## src/rtl/uart_tx_arbiter.sv

```systemverilog
// uart_tx_arbiter: round-robin sharing of one UART transmitter among NUM_REQ byte producers.
// Latency: valid seen in IDLE -> req_ready strobe next cycle -> transmit pulse the cycle after.
// Backpressure: one byte per grant; no new grant until the UART frame ends (is_transmitting low).
// Optional UART_ARB_LOCK_EN: keep the grant on one requester until it sends a byte with req_last.
module uart_tx_arbiter #(
   parameter int NUM_REQ      = 4,
   parameter int WAIT_TIMEOUT = 16
) (
   input  logic                       clk,
   input  logic                       rst,
   input  logic [NUM_REQ-1:0]         req_valid,
   input  logic [8*NUM_REQ-1:0]       req_data,
   input  logic [NUM_REQ-1:0]         req_last,
   output logic [NUM_REQ-1:0]         req_ready,
   output logic [$clog2(NUM_REQ)-1:0] grant_id,
   output logic                       busy,
   output logic                       transmit,
   output logic [7:0]                 tx_byte,
   input  logic                       is_transmitting
);
   localparam int IW = $clog2(NUM_REQ);

   typedef enum logic [2:0] {
      IDLE      = 3'd0,
      LOAD      = 3'd1,
      START     = 3'd2,
      WAIT_BUSY = 3'd3,
      WAIT_DONE = 3'd4
   } state_t;

   state_t             state, state_nxt;
   logic [IW-1:0]      ptr, ptr_nxt;
   logic [IW-1:0]      grant_nxt;
   logic [IW-1:0]      win, idx;
   logic               found;
   logic [7:0]         cnt, cnt_nxt;
   logic [7:0]         byte_nxt;
   logic [NUM_REQ-1:0] ready_nxt;
   logic               transmit_nxt;

`ifdef UART_ARB_LOCK_EN
   logic               locked, locked_nxt;
`else
   // Packet boundaries are meaningless when arbitrating per byte.
   logic               unused_last;
   assign unused_last = ^req_last;
`endif

   // busy is a pure decode of the state register, so it never sees inputs combinationally.
   assign busy = (state != IDLE);

   // Round-robin pick: first valid requester at or after ptr, wrapping modulo NUM_REQ.
   always_comb begin
      found = 1'b0;
      win   = ptr;
      idx   = ptr;
      for (int i = 0; i < NUM_REQ; i++) begin
         idx = ptr + IW'(i);
         if (!found && req_valid[idx]) begin
            found = 1'b1;
            win   = idx;
         end
      end
`ifdef UART_ARB_LOCK_EN
      // While a packet is in flight only its owner may be granted.
      if (locked) begin
         found = req_valid[grant_id];
         win   = grant_id;
      end
`endif
   end

   // Next-state and next-output decode for the grant / load / wait sequence.
   always_comb begin
      state_nxt    = state;
      ptr_nxt      = ptr;
      cnt_nxt      = cnt;
      ready_nxt    = req_ready;
      transmit_nxt = transmit;
      byte_nxt     = tx_byte;
      grant_nxt    = grant_id;
`ifdef UART_ARB_LOCK_EN
      locked_nxt   = locked;
`endif
      case (state)
         IDLE: begin
            // A frame left over from before a reset must finish before the next grant.
            if (!is_transmitting && found) begin
               grant_nxt = win;
               ready_nxt = NUM_REQ'(1) << win;
               state_nxt = LOAD;
            end
         end
         LOAD: begin
            ready_nxt = '0;
            if (req_valid[grant_id]) begin
               byte_nxt     = req_data[{grant_id, 3'b000} +: 8];
               transmit_nxt = 1'b1;
               state_nxt    = START;
`ifdef UART_ARB_LOCK_EN
               locked_nxt   = !req_last[grant_id];
`endif
            end else begin
               // Requester withdrew: nothing sent, ptr stays so it keeps its turn.
               state_nxt = IDLE;
            end
         end
         START: begin
            transmit_nxt = 1'b0;
            cnt_nxt      = 8'd0;
            state_nxt    = WAIT_BUSY;
         end
         WAIT_BUSY: begin
            cnt_nxt = cnt + 8'd1;
            // Exits after WAIT_TIMEOUT cycles here even if the UART never reports busy.
            if (is_transmitting || (cnt == 8'(WAIT_TIMEOUT - 1))) begin
               state_nxt = WAIT_DONE;
            end
         end
         WAIT_DONE: begin
            if (!is_transmitting) begin
               ptr_nxt   = grant_id + 1'b1;
               state_nxt = IDLE;
            end
         end
         default: begin
            state_nxt = IDLE;
         end
      endcase
   end

   // State and registered outputs with synchronous reset.
   always_ff @(posedge clk) begin
      if (rst) begin
         state     <= IDLE;
         ptr       <= '0;
         cnt       <= 8'd0;
         req_ready <= '0;
         transmit  <= 1'b0;
         tx_byte   <= 8'h00;
         grant_id  <= '0;
`ifdef UART_ARB_LOCK_EN
         locked    <= 1'b0;
`endif
      end else begin
         state     <= state_nxt;
         ptr       <= ptr_nxt;
         cnt       <= cnt_nxt;
         req_ready <= ready_nxt;
         transmit  <= transmit_nxt;
         tx_byte   <= byte_nxt;
         grant_id  <= grant_nxt;
`ifdef UART_ARB_LOCK_EN
         locked    <= locked_nxt;
`endif
      end
   end

endmodule

```

## config.mk

```make
export PLATFORM = sky130hd
export DESIGN_NAME = uart_tx_arbiter
export DESIGN_NICKNAME = d
export VERILOG_FILES = /design/src/rtl/uart_tx_arbiter.sv
export SDC_FILE = /design/constraint.sdc
export NUM_CORES = 1
export LEC_CHECK = 0
export ABC_AREA = 1
export BUFFER_PORTS_ARGS = -buffer_cell sky130_fd_sc_hd__buf_2
export CAP_MARGIN = 20
export CORE_ASPECT_RATIO = 1.1
export CORE_MARGIN = 3
export CORE_UTILIZATION = 45
export CTS_BUF_LIST = sky130_fd_sc_hd__clkbuf_2 sky130_fd_sc_hd__clkbuf_4 sky130_fd_sc_hd__clkbuf_8
export DETAILED_ROUTE_END_ITERATION = 10
export PLACE_DENSITY = 0.78
export RECOVER_POWER = 100
export REMOVE_ABC_BUFFERS = 1
export SLEW_MARGIN = 20
export SYNTH_ARGS = -nofsm -noshare
export SYNTH_HDL_FRONTEND = slang
export SYNTH_SLANG_ARGS = --single-unit
```

## constraint.sdc

```tcl
create_clock -name clk -period 1.4 [get_ports clk]
set_input_delay 0.07 -clock clk [delete_from_list [all_inputs] [get_ports clk]]
set_output_delay 0.07 -clock clk [all_outputs]
set_load 0.02 [all_outputs]
```

; ---- Word-level counts from Yosys, hierarchy flattened
; Cells that the tools add are included.
[classes]
addsub = 5
n_lt_le_gt_ge = 5
n_eq_ne = 9
shift = 2
mux = 27
n_bitwise = 1
n_reduce_logical = 20
[ops]
columns = operator, count
row1 = $shiftx A32 B6 Y8, 1
row2 = $pmux W8 S2, 1
row3 = $lt A2 B3 Y1 const B, 5
row4 = $pmux W3 S5, 1
row5 = $bmux W1 S2, 5
row6 = $mux W1, 10
row7 = $reduce_and A2 Y1, 5
row8 = $mux W3, 3
row9 = $add A8 B1 Y8 const B, 1
row10 = $eq A8 B4 Y1 const B, 1
row11 = $mux W2, 4
row12 = $ne A2 B2 Y1 const B, 4
row13 = $pmux W4 S2, 1
row14 = $eq A3 B2 Y1 const B, 2
row15 = $reduce_bool A2 Y1, 3
row16 = $add A2 B1 Y2 const B, 2
row17 = $add A2 B2 Y2 const B, 2
row18 = $logic_and A1 B1 Y1, 4
row19 = $logic_not A1 Y1, 4
row20 = $mux W4, 1
row21 = $shl A1 B2 Y4 const A, 1
row22 = $eq A3 B1 Y1 const B, 1
row23 = $eq A3 B3 Y1 const B, 1
row24 = $logic_not A3 Y1, 1
row25 = other kinds (5), 5
[word_totals]
reg_bits = 28
input_bits = 43
output_inout_bits = 16
wordCells = 76

; ---- Longest topological paths before layout
; Gate-level depths: netlist of the first run.
[logic_depth]
word_depth = 15
ltp_mapped = 14
depth_no_buf = 13

; ---- Worst setup path before layout of the first run
; OpenSTA, ideal clock, no wires.
[synth_timing]
path_kind = reg-to-reg
startpoint = register grant_id[0]
endpoint = register tx_byte[5]
setup_ps = 74
arrival_time_ps = 1492
t_required_ps = 1326
path_slack_ps = -166
stages_incl_launch_ff = 9
path_buffers = 2
period_less_slack_ps = 1566
cell_sequence = dfxtp_1 > inv_1 > buf_2 > a21oi_1 > o21ai_0 > a21oi_2 > buf_4 > o21ai_0 > a31oi_1
[synth_between]
elab_chain_len = 3
elab_cells_between_ends = 4
classes_between = shift: 1 / mux: 2 / reduce/logical: 1
[synth_rtl]
columns = element, line_no
row1 = from (decl), 15  ; output logic [$clog2(NUM_REQ)-1:0] grant_id,
row2 = from (signal assigned), 152  ; grant_id <= grant_nxt;
row3 = "parallel branches: the longest is 3 deep, another holds $shiftx A32 B6 Y8", -
row4 = to (signal assigned), 151  ; tx_byte <= byte_nxt;
row5 = to (decl), 18  ; output logic [7:0] tx_byte,
; Parallel ways; which one is timed is not known. The select of a mux whose other input is x is not followed.
; A chain may end at the register's enable or synchronous reset.

; ---- Final worst setup path of the first run
[layout_timing]
startpoint = register ptr[0]
endpoint = register req_ready[2]
[layout_between]
elab_chain_len = 15
elab_cells_between_ends = 30
classes_between = add/sub: 3 / eq/ne: 1 / shift: 1 / mux: 17 / reduce/logical: 8
[layout_rtl]
columns = element, line_no
row1 = from (decl), 32  ; logic [IW-1:0] ptr, ptr_nxt;
row2 = from (signal assigned), 147  ; ptr <= ptr_nxt;
row3 = "parallel branches: the longest is 15 deep, another holds $add A2 B1 Y2", -
row4 = to (signal assigned), 149  ; req_ready <= ready_nxt;
row5 = to (decl), 14  ; output logic [NUM_REQ-1:0] req_ready,
; Parallel ways; which one is timed is not known. The select of a mux whose other input is x is not followed.

==> results of run 1 <==
==> layout by cell type, fill, tap and decap left out, types with 14 or more instances in the layout <==
master	synthesis	routed
inv_1	24	20
nand2_2	9	21
nor2_1	40	36
a21oi_1	15	14
dfxtp_1	28	20
nand3_1	24	17
nand2_4	4	18
buf_2	2	41
buf_4	2	29
o21ai_0	32	29
nand2_1	68	41
clkbuf_1	5	14
==> cells in the mapped netlist (5+ instances only) <==
| cell | instances |
|---|---|
| nand2_1 | 68 |
| dfxtp_1 | 28 |
| o21ai_0 | 32 |
| nor2_1 | 40 |
| clkbuf_1 | 5 |
| nand2_2 | 9 |
| nand3_1 | 24 |
| a21oi_1 | 15 |
| a21oi_2 | 5 |
| inv_1 | 24 |
| a31oi_1 | 8 |
==> kinds of logic (layout without fill, tap and decap cells) <==
| logic type | after synthesis | count (layout) | synth area share (%) |
|---|---|---|---|
| AND/OR/NAND/NOR | 160 | 160 | 40.29 |
| AO/OA/AOI/OAI | 67 | 67 | 20.14 |
| buffers and inverters | 41 | 126 | 9.514 |
| flip-flops | 28 | 28 | 29.40 |
| adder cells (fa/ha/maj) | 1 | 1 | 0.6561 |
==> metal layers <==
| layer | routed length (um) | GRT usage [%] | part of all wire [%] | vias to the layer above |
|---|---|---|---|---|
| met5 | 0 | 0 | 0 | - |
| met4 | 195 | 8.168 | 3.1 | 0 |
| met3 | 469 | 4.381 | 7.4 | 23 |
| met2 | 3280 | 45.29 | 51 | 118 |
| met1 | 2430 | 28.49 | 38 | 1071 |
| li1 | - | - | - | 1157 |
==> area by class of cell <==
| type | count | area [sq um] |
|---|---|---|
| multi-input combinational | 228 | 1449 |
| fill | 311 | 1112 |
| timing repair buffer | 93 | 628.1 |
| sequential | 28 | 578.1 |
| inverter | 29 | 120.1 |
| tap | 52 | 65.06 |
| clock buffer | 3 | 41.29 |
| clock inverter | 1 | 30.03 |
==> metrics by stage <==
step           utilization [%]  worst slack (ns)  std cells  area, sq um  total power [mW]
3_3_place_gp             60.07           -0.2506        417         2417             1.572
4_1_cts                  67.35           -0.1725        426         2710             2.258
5_1_grt                  72.36           -0.3189        434         2912             2.480
3_5_place_dp             60.07           -0.2615        417         2417             1.582
2_1_floorplan                -           -0.6801        285         1837             1.295
6_report                 72.36           -0.2283        434         2912             2.368
==> timing repair <==
item | CTS | global route
setup buffers | 4 | 8
pin swaps | 24 | 16
cloned | 1 | 1
resized for setup | 41 | 54
endpoints found under the setup margin | 9 | 26
==> flip-flops by register name, summed over array words and instances, names as in the netlist <==
signal,cells
state,3
transmit,1
grant_id,2
ptr,2
req_ready,4
tx_byte,8
cnt,8
==> power by group <==
| group | internal (mW) | total, mW | switching (mW) | leakage, nW |
|---|---|---|---|---|
| Sequential | 0.850 | 0.895 | 0.0446 | 0.232 |
| Combinational | 0.336 | 0.831 | 0.495 | 1.04 |
| Clock | 0.383 | 0.642 | 0.259 | 0.0357 |
| Total | 1.57 | 2.37 | 0.798 | 1.31 |
==> worst reg2reg max path, stage by stage (launching register included) <==
cell and delay, ns:
dfxtp_4 0.42, buf_12 0.15, nand2_4 0.06, nand2_4 0.09, nand2_2 0.09, nand2_4 0.11, inv_2 0.06, nand3_4 0.07
nand3_4 0.11, buf_12 0.16, nor2_4 0.08, nand2_2 0.06, a21oi_2 0.11
==> how the worst max path moves through the flow <==
stage | start | to | cells past startpoint
floorplan | grant_id[0] | tx_byte[0] | 6
global placement | ptr[1] | req_ready[2] | 11
detailed placement | ptr[1] | req_ready[2] | 11
CTS | ptr[0] | grant_id[1] | 12
global route | ptr[0] | req_ready[2] | 12
finish | ptr[0] | req_ready[2] | 12
==> metrics.sh, run 1 <==
NETLIST_AREA_SQ_UM=1907
R2R_SETUP_SLACK_NS=-0.23
DRT.ANTENNA.VIOLATING_NETS=0
WORST-SLEW-PIN-TRANSITION_NS=0.3746
GLOBALPLACE.CONGESTION=0.8640
WORST-PATH-BUF-INV=3
TRITONCTS='built'
ANTENNA_FOUND_INITIAL=0
DRT_ITER0_DRC=141
VDD_DROP_MAX_mV=0.6719
ASYNC_FLOP_SHARE_PCT=0
GRT_UTIL_ALL_LAYERS_PCT=24.71
SLEW-LIMIT-HEADROOM_PCT=75.00
ROUTE.DETAILED.VIAS_PER_INST=5.459
YOSYS_MOST_USED_DFF='dfxtp_1'
CLKTRANSATPATHREGS_NS=0.10
VIOLATIONS='setup timing'
YOSYS_WARNINGS=0
YOSYSTOPAREACELL='dfxtp_1'
DIE_W_UM=68.07
CTSHOLDBUFFERS=0
REG2REG_TO='req_ready[2]'
SYNTH.AREA.TOP_CELLS='dfxtp_1, nand2_1, o21ai_0, nor2_1, nand3_1'
LAUNCH_INSTANCE_OF_THE_WORST_REGISTER_TO_REGISTER_PATH='ptr[0]'
FIN_SKEW_NS=0.002277
SETUP-TNS-FINAL_NS=-1.420
CTS_H_TREE_LVLS=1
MAX_CAP_VIOL_COUNT=0
CTS-ROOT-BUF='clkbuf_8'
INSERTION_DELAY_NS=0.27
WL_UM=6376
PIN_COUNT_OF_THE_BIGGEST_NET_ENTERING_GLOBAL_ROUTING=20
HOLD_PATH.CLASS='input pin to register'
GRT_PASS1_VIAS=2252
NETS=427
GRT_SETUP_UNREPAIRED='true'
GLOBALROUTEOVERFLOWTOTAL=0
CRIT_REQUIRED_NS=1.62
CP.ARRIVAL_NS=1.85
RUN_STATUS='finished with violations'
FMAX_GHz=0.6141
POST-ROUTE-MIN-PERIOD_NS=1.628
TIMING.CRITICAL_PATH.SLOWEST_CELL_DELAY_NS=0.42
CTS.PATH.MAX_BUFFERS=2
SYNTH_CELLS=297
HOLD_DEPTH=3
SYNTHESIS.AREA_PER_INSTANCE_SQ_UM=6.420
DRC_ERRORS=0
LEAKAGEPOWER_nW=1.306
CELLS_ALONG_THE_CRITICAL_PATH='buf_12 -> nand2_4 -> nand2_4 -> nand2_2 -> nand2_4 -> inv_2 -> nand3_4 -> nand3_4 -> buf_12 -> nor2_4 -> nand2_2 -> a21oi_2'
SYNTHESIS_TO_FINISH_AREA_GROWTH_PCT=52.69
FP.DIEAREA_SQ_UM=5055
CRITICAL-PATH-TOP-DELAY-FAMILY='simple AND/OR/NAND/NOR gates'
SYNTH_ENABLE_FLOP_CELLS=0
VIAS=2369
WORST-SETUP-PATH-TYPE='register to register'
PLACE_HPWL_UM=3815
ANTENNADIODECOUNT=0
SYNTH_CELL_TYPE_COUNT=33
CTS_INSERTED_BUFFERS=3
DRIVE_ABOVE_1_SHARE_PCT=44.76
TIMING.CRITICAL_PATH.TO_TYPE='register'
POWERDENSITY_nW_PER_UM2=813.2
TOP_LEVEL_PORTS=59
FINALSETUPVIOLATIONS=8
YOSYS.AREA.TOP_TYPE_SHARE_PCT=29.40
FINALCRITPERIODSHARE_PCT=116.3
FINAL_HOLD_VIOLATING_ENDPOINTS=0
FINAL.SETUP.WORST_SLACK_NS=-0.2283
MAX_SLEW_VIOLATION_TOTAL_FROM_THE_FINAL_REPORT=0
WORSTPATHMAXFANOUT=6
WORSTHOLDSTART='is_transmitting'
PORT_BUFFERS=54
SYNTH.YOSYS.SEQ_AREA_SHARE_PCT=29.40
WORST_PATH_MOST_REPEATED_CELL='nand2_4'
REG2REGPATHDEPTH=12
HOLD_PATH_END='state[2]'
CP_STARTPOINT_KIND='register'
CRIT_SLOWEST_CELL='dfxtp_4'
CORE-AREA_SQ_UM=4024
HOLD_WS_NS=0.08503
ROUTEDWLPERCELL_UM=14.69
INITIAL_CORE_UTIL_PCT=47.39
FIRSTDRTPASSITERS=4
YS_SEQ_ELEMENTS=28
DIE_Y_UM=74.27
CTS.SINK_COUNT=28
WIRE_LENGTH_OF_THE_FIRST_GLOBAL_ROUTING_PASS_UM=9798
ROWS=24
Power figures use the tool's default switching activity.
==> run 2, diff against run 1 <==
==> constraint.sdc (replaced) <==
create_clock -name clk -period 1.4 [get_ports clk]
set_input_delay 0.42 -clock clk [delete_from_list [all_inputs] [get_ports clk]]
set_output_delay 0.42 -clock clk [all_outputs]
set_load 0.02 [all_outputs]
==> metrics.sh, run 2 (synthesis results as in run 1) <==
RUN_STATUS='finished with violations'
VIOLATIONS='setup timing'
CORE-AREA_SQ_UM=4024
POWER_FRAC_SEQ_PCT=37.5
POWER.SWITCHING_mW=0.7879
TRITONCTS='built'
DIE_Y_UM=74.27
FIN_SKEW_NS=0.006712
CP_STARTPOINT_KIND='register'
DRT_ITER0_DRC=104
CLKTRANSATPATHREGS_NS=0.10
DIE_W_UM=68.07
CRITICAL-PATH-TOP-DELAY-FAMILY='simple AND/OR/NAND/NOR gates'
NETS=425
CP.ARRIVAL_NS=1.81
PORT_BUFFERS=54
LEAKAGEPOWER_nW=1.347
WL_UM=5781
WORST_PATH_MOST_REPEATED_CELL='nand2_2'
PIN_COUNT_OF_THE_BIGGEST_NET_ENTERING_GLOBAL_ROUTING=18
HOLD_PATH.CLASS='input pin to register'
WIRE_LENGTH_OF_THE_FIRST_GLOBAL_ROUTING_PASS_UM=8252
SLEW-LIMIT-HEADROOM_PCT=70.81
LAYOUT_COMMONEST_CELL='buf_2'
CTSHOLDBUFFERS=0
CELLS_ALONG_THE_CRITICAL_PATH='clkbuf_16 -> nand2_2 -> nand3_2 -> nand2_4 -> nand2_4 -> nand2_1 -> nand2_1 -> nand2_2 -> nand2_2 -> nor2_4 -> nand2_2 -> a21oi_2'
WORSTPATHMAXFANOUT=7
FIRSTDRTPASSITERS=4
POST-ROUTE-MIN-PERIOD_NS=1.602
FINALINSTANCEAREA_SQ_UM=2899
INTERNAL-POWER_mW=1.613
DRIVE_ABOVE_1_SHARE_PCT=47.89
FINALCRITPERIODSHARE_PCT=114.4
MAX_SLEW_VIOLATION_TOTAL_FROM_THE_FINAL_REPORT=0
INSERTION_DELAY_NS=0.27
FINALSETUPVIOLATIONS=9
TIMING.CRITICAL_PATH.SLOWEST_CELL_DELAY_NS=0.39
CRIT_SLOWEST_CELL='dfxtp_4'
FP.DIEAREA_SQ_UM=5055
ANTENNADIODECOUNT=0
WORST-SETUP-PATH-TYPE='register to register'
FINAL_CORE_UTIL_PCT=72.05
WORST-SLEW-PIN-TRANSITION_NS=0.4344
SYNTHESIS_TO_FINISH_AREA_GROWTH_PCT=52.03
VDD_DROP_MAX_mV=0.5933
GLOBALROUTEOVERFLOWTOTAL=0
GLOBALPLACE.CONGESTION=0.8841
CTS_H_TREE_LVLS=1
INITIAL_CORE_UTIL_PCT=47.39
FMAX_GHz=0.6241
FINAL_HOLD_VIOLATING_ENDPOINTS=0
FINAL.SETUP.WORST_SLACK_NS=-0.2023
TOP_LEVEL_PORTS=59
MAX_CAP_VIOL_COUNT=0
CTS.SINK_COUNT=28
DRC_ERRORS=0
LAYOUT_COMMON_CELLS='buf_2, nand2_1, nor2_1'
POWERDENSITY_nW_PER_UM2=828.1
SETUP-TNS-FINAL_NS=-1.383
DRT.ANTENNA.VIOLATING_NETS=0
COMBPWRFRAC_PCT=35.9
ANTENNA_FOUND_INITIAL=0
TIMING.CRITICAL_PATH.TO_TYPE='register'
GRT_SETUP_UNREPAIRED='true'
CRIT_REQUIRED_NS=1.61
CTS.PATH.MAX_BUFFERS=2
DP_SLACK_NS=-0.2554
PLACE_HPWL_UM=3812
GRT_PASS1_VIAS=2016
SWSHARE_PCT=32.82
ROWS=24
GRT_UTIL_ALL_LAYERS_PCT=20.37
WORST-PATH-BUF-INV=1
VIAS=2286
CTS-ROOT-BUF='clkbuf_8'
CTS_INSERTED_BUFFERS=3
TOP_REGS='cnt: 8 flops, tx_byte: 8 flops, req_ready: 4 flops'
PLACED_CELL_AREA_SQ_UM=2370
ROUTE.DETAILED.VIAS_PER_INST=5.292
ROUTEDWLPERCELL_UM=13.38
PWR-SHARE-CLK_PCT=26.6
-- run 2: cell count changes in the layout (fill, tap and decap cells not counted), sizes merged --
| cell | previous run | this run |
|---|---|---|
| clkbuf | 19 | 6 |
| clkinv | 0 | 1 |
| clkinvlp | 1 | 0 |
| nand3 | 29 | 30 |
| buf | 77 | 87 |
-- run 2: power groups by stage --
stage,combinational [mW],clock [mW],sequential (mW)
2_1_floorplan,0.327,0,0.968
3_3_place_gp,0.638,0,0.903
3_5_place_dp,0.651,0,0.905
4_1_cts,0.678,0.647,0.889
5_1_grt,0.936,0.679,0.906
6_report,0.862,0.639,0.900
-- run 2: final timing paths --
kind         slack [ns]  cells past startpoint            start           end
max               -0.20                     12           ptr[0]  req_ready[3]
min                0.44                      3  is_transmitting      state[2]
max reg2reg       -0.20                     12           ptr[0]  req_ready[3]
min reg2reg        0.48                      2         transmit      transmit
-- run 2: stage by stage --
stage	total power, mW	hold WS, ns	instances
2_1_floorplan	1.295	0.4474	285
3_3_place_gp	1.541	0.4540	414
3_5_place_dp	1.556	0.4662	414
4_1_cts	2.214	0.4355	420
5_1_grt	2.521	0.4363	432
6_report	2.401	0.4389	432
-- run 2: per-layer routing --
| layer | up-vias | track usage (%) | wire [um] |
|---|---|---|---|
| met5 | - | 0 | 0 |
| met1 | 1048 | 24.79 | 2441 |
| li1 | 1157 | - | - |
| met4 | 0 | 5.298 | 78 |
| met2 | 73 | 36.51 | 2960 |
| met3 | 8 | 3.625 | 300 |
-- run 2: layout make-up --
type                       count  area (sq um)
fill                         310          1125
timing repair buffer          90         646.9
clock buffer                   3         41.29
inverter                      29         121.4
multi-input combinational    229          1413
tap                           52         65.06
clock inverter                 1         30.03
sequential                    28         581.8
-- run 2: timing repair --
item / 4_1_cts / 5_1_grt
pin swaps: 12 / 33
gates resized for setup: 23 / 78
endpoints found under the setup margin: 19 / 25
gates cloned: 1 / 3
buffers inserted: 1 / 9
-- run 2: worst reg2reg max path: stages (launching register included) --
cell and delay, ns:
dfxtp_4 0.39, clkbuf_16 0.16, nand2_2 0.08, nand3_2 0.10, nand2_4 0.17, nand2_4 0.08
nand2_1 0.07, nand2_1 0.06, nand2_2 0.06, nand2_2 0.07, nor2_4 0.12, nand2_2 0.07
a21oi_2 0.11
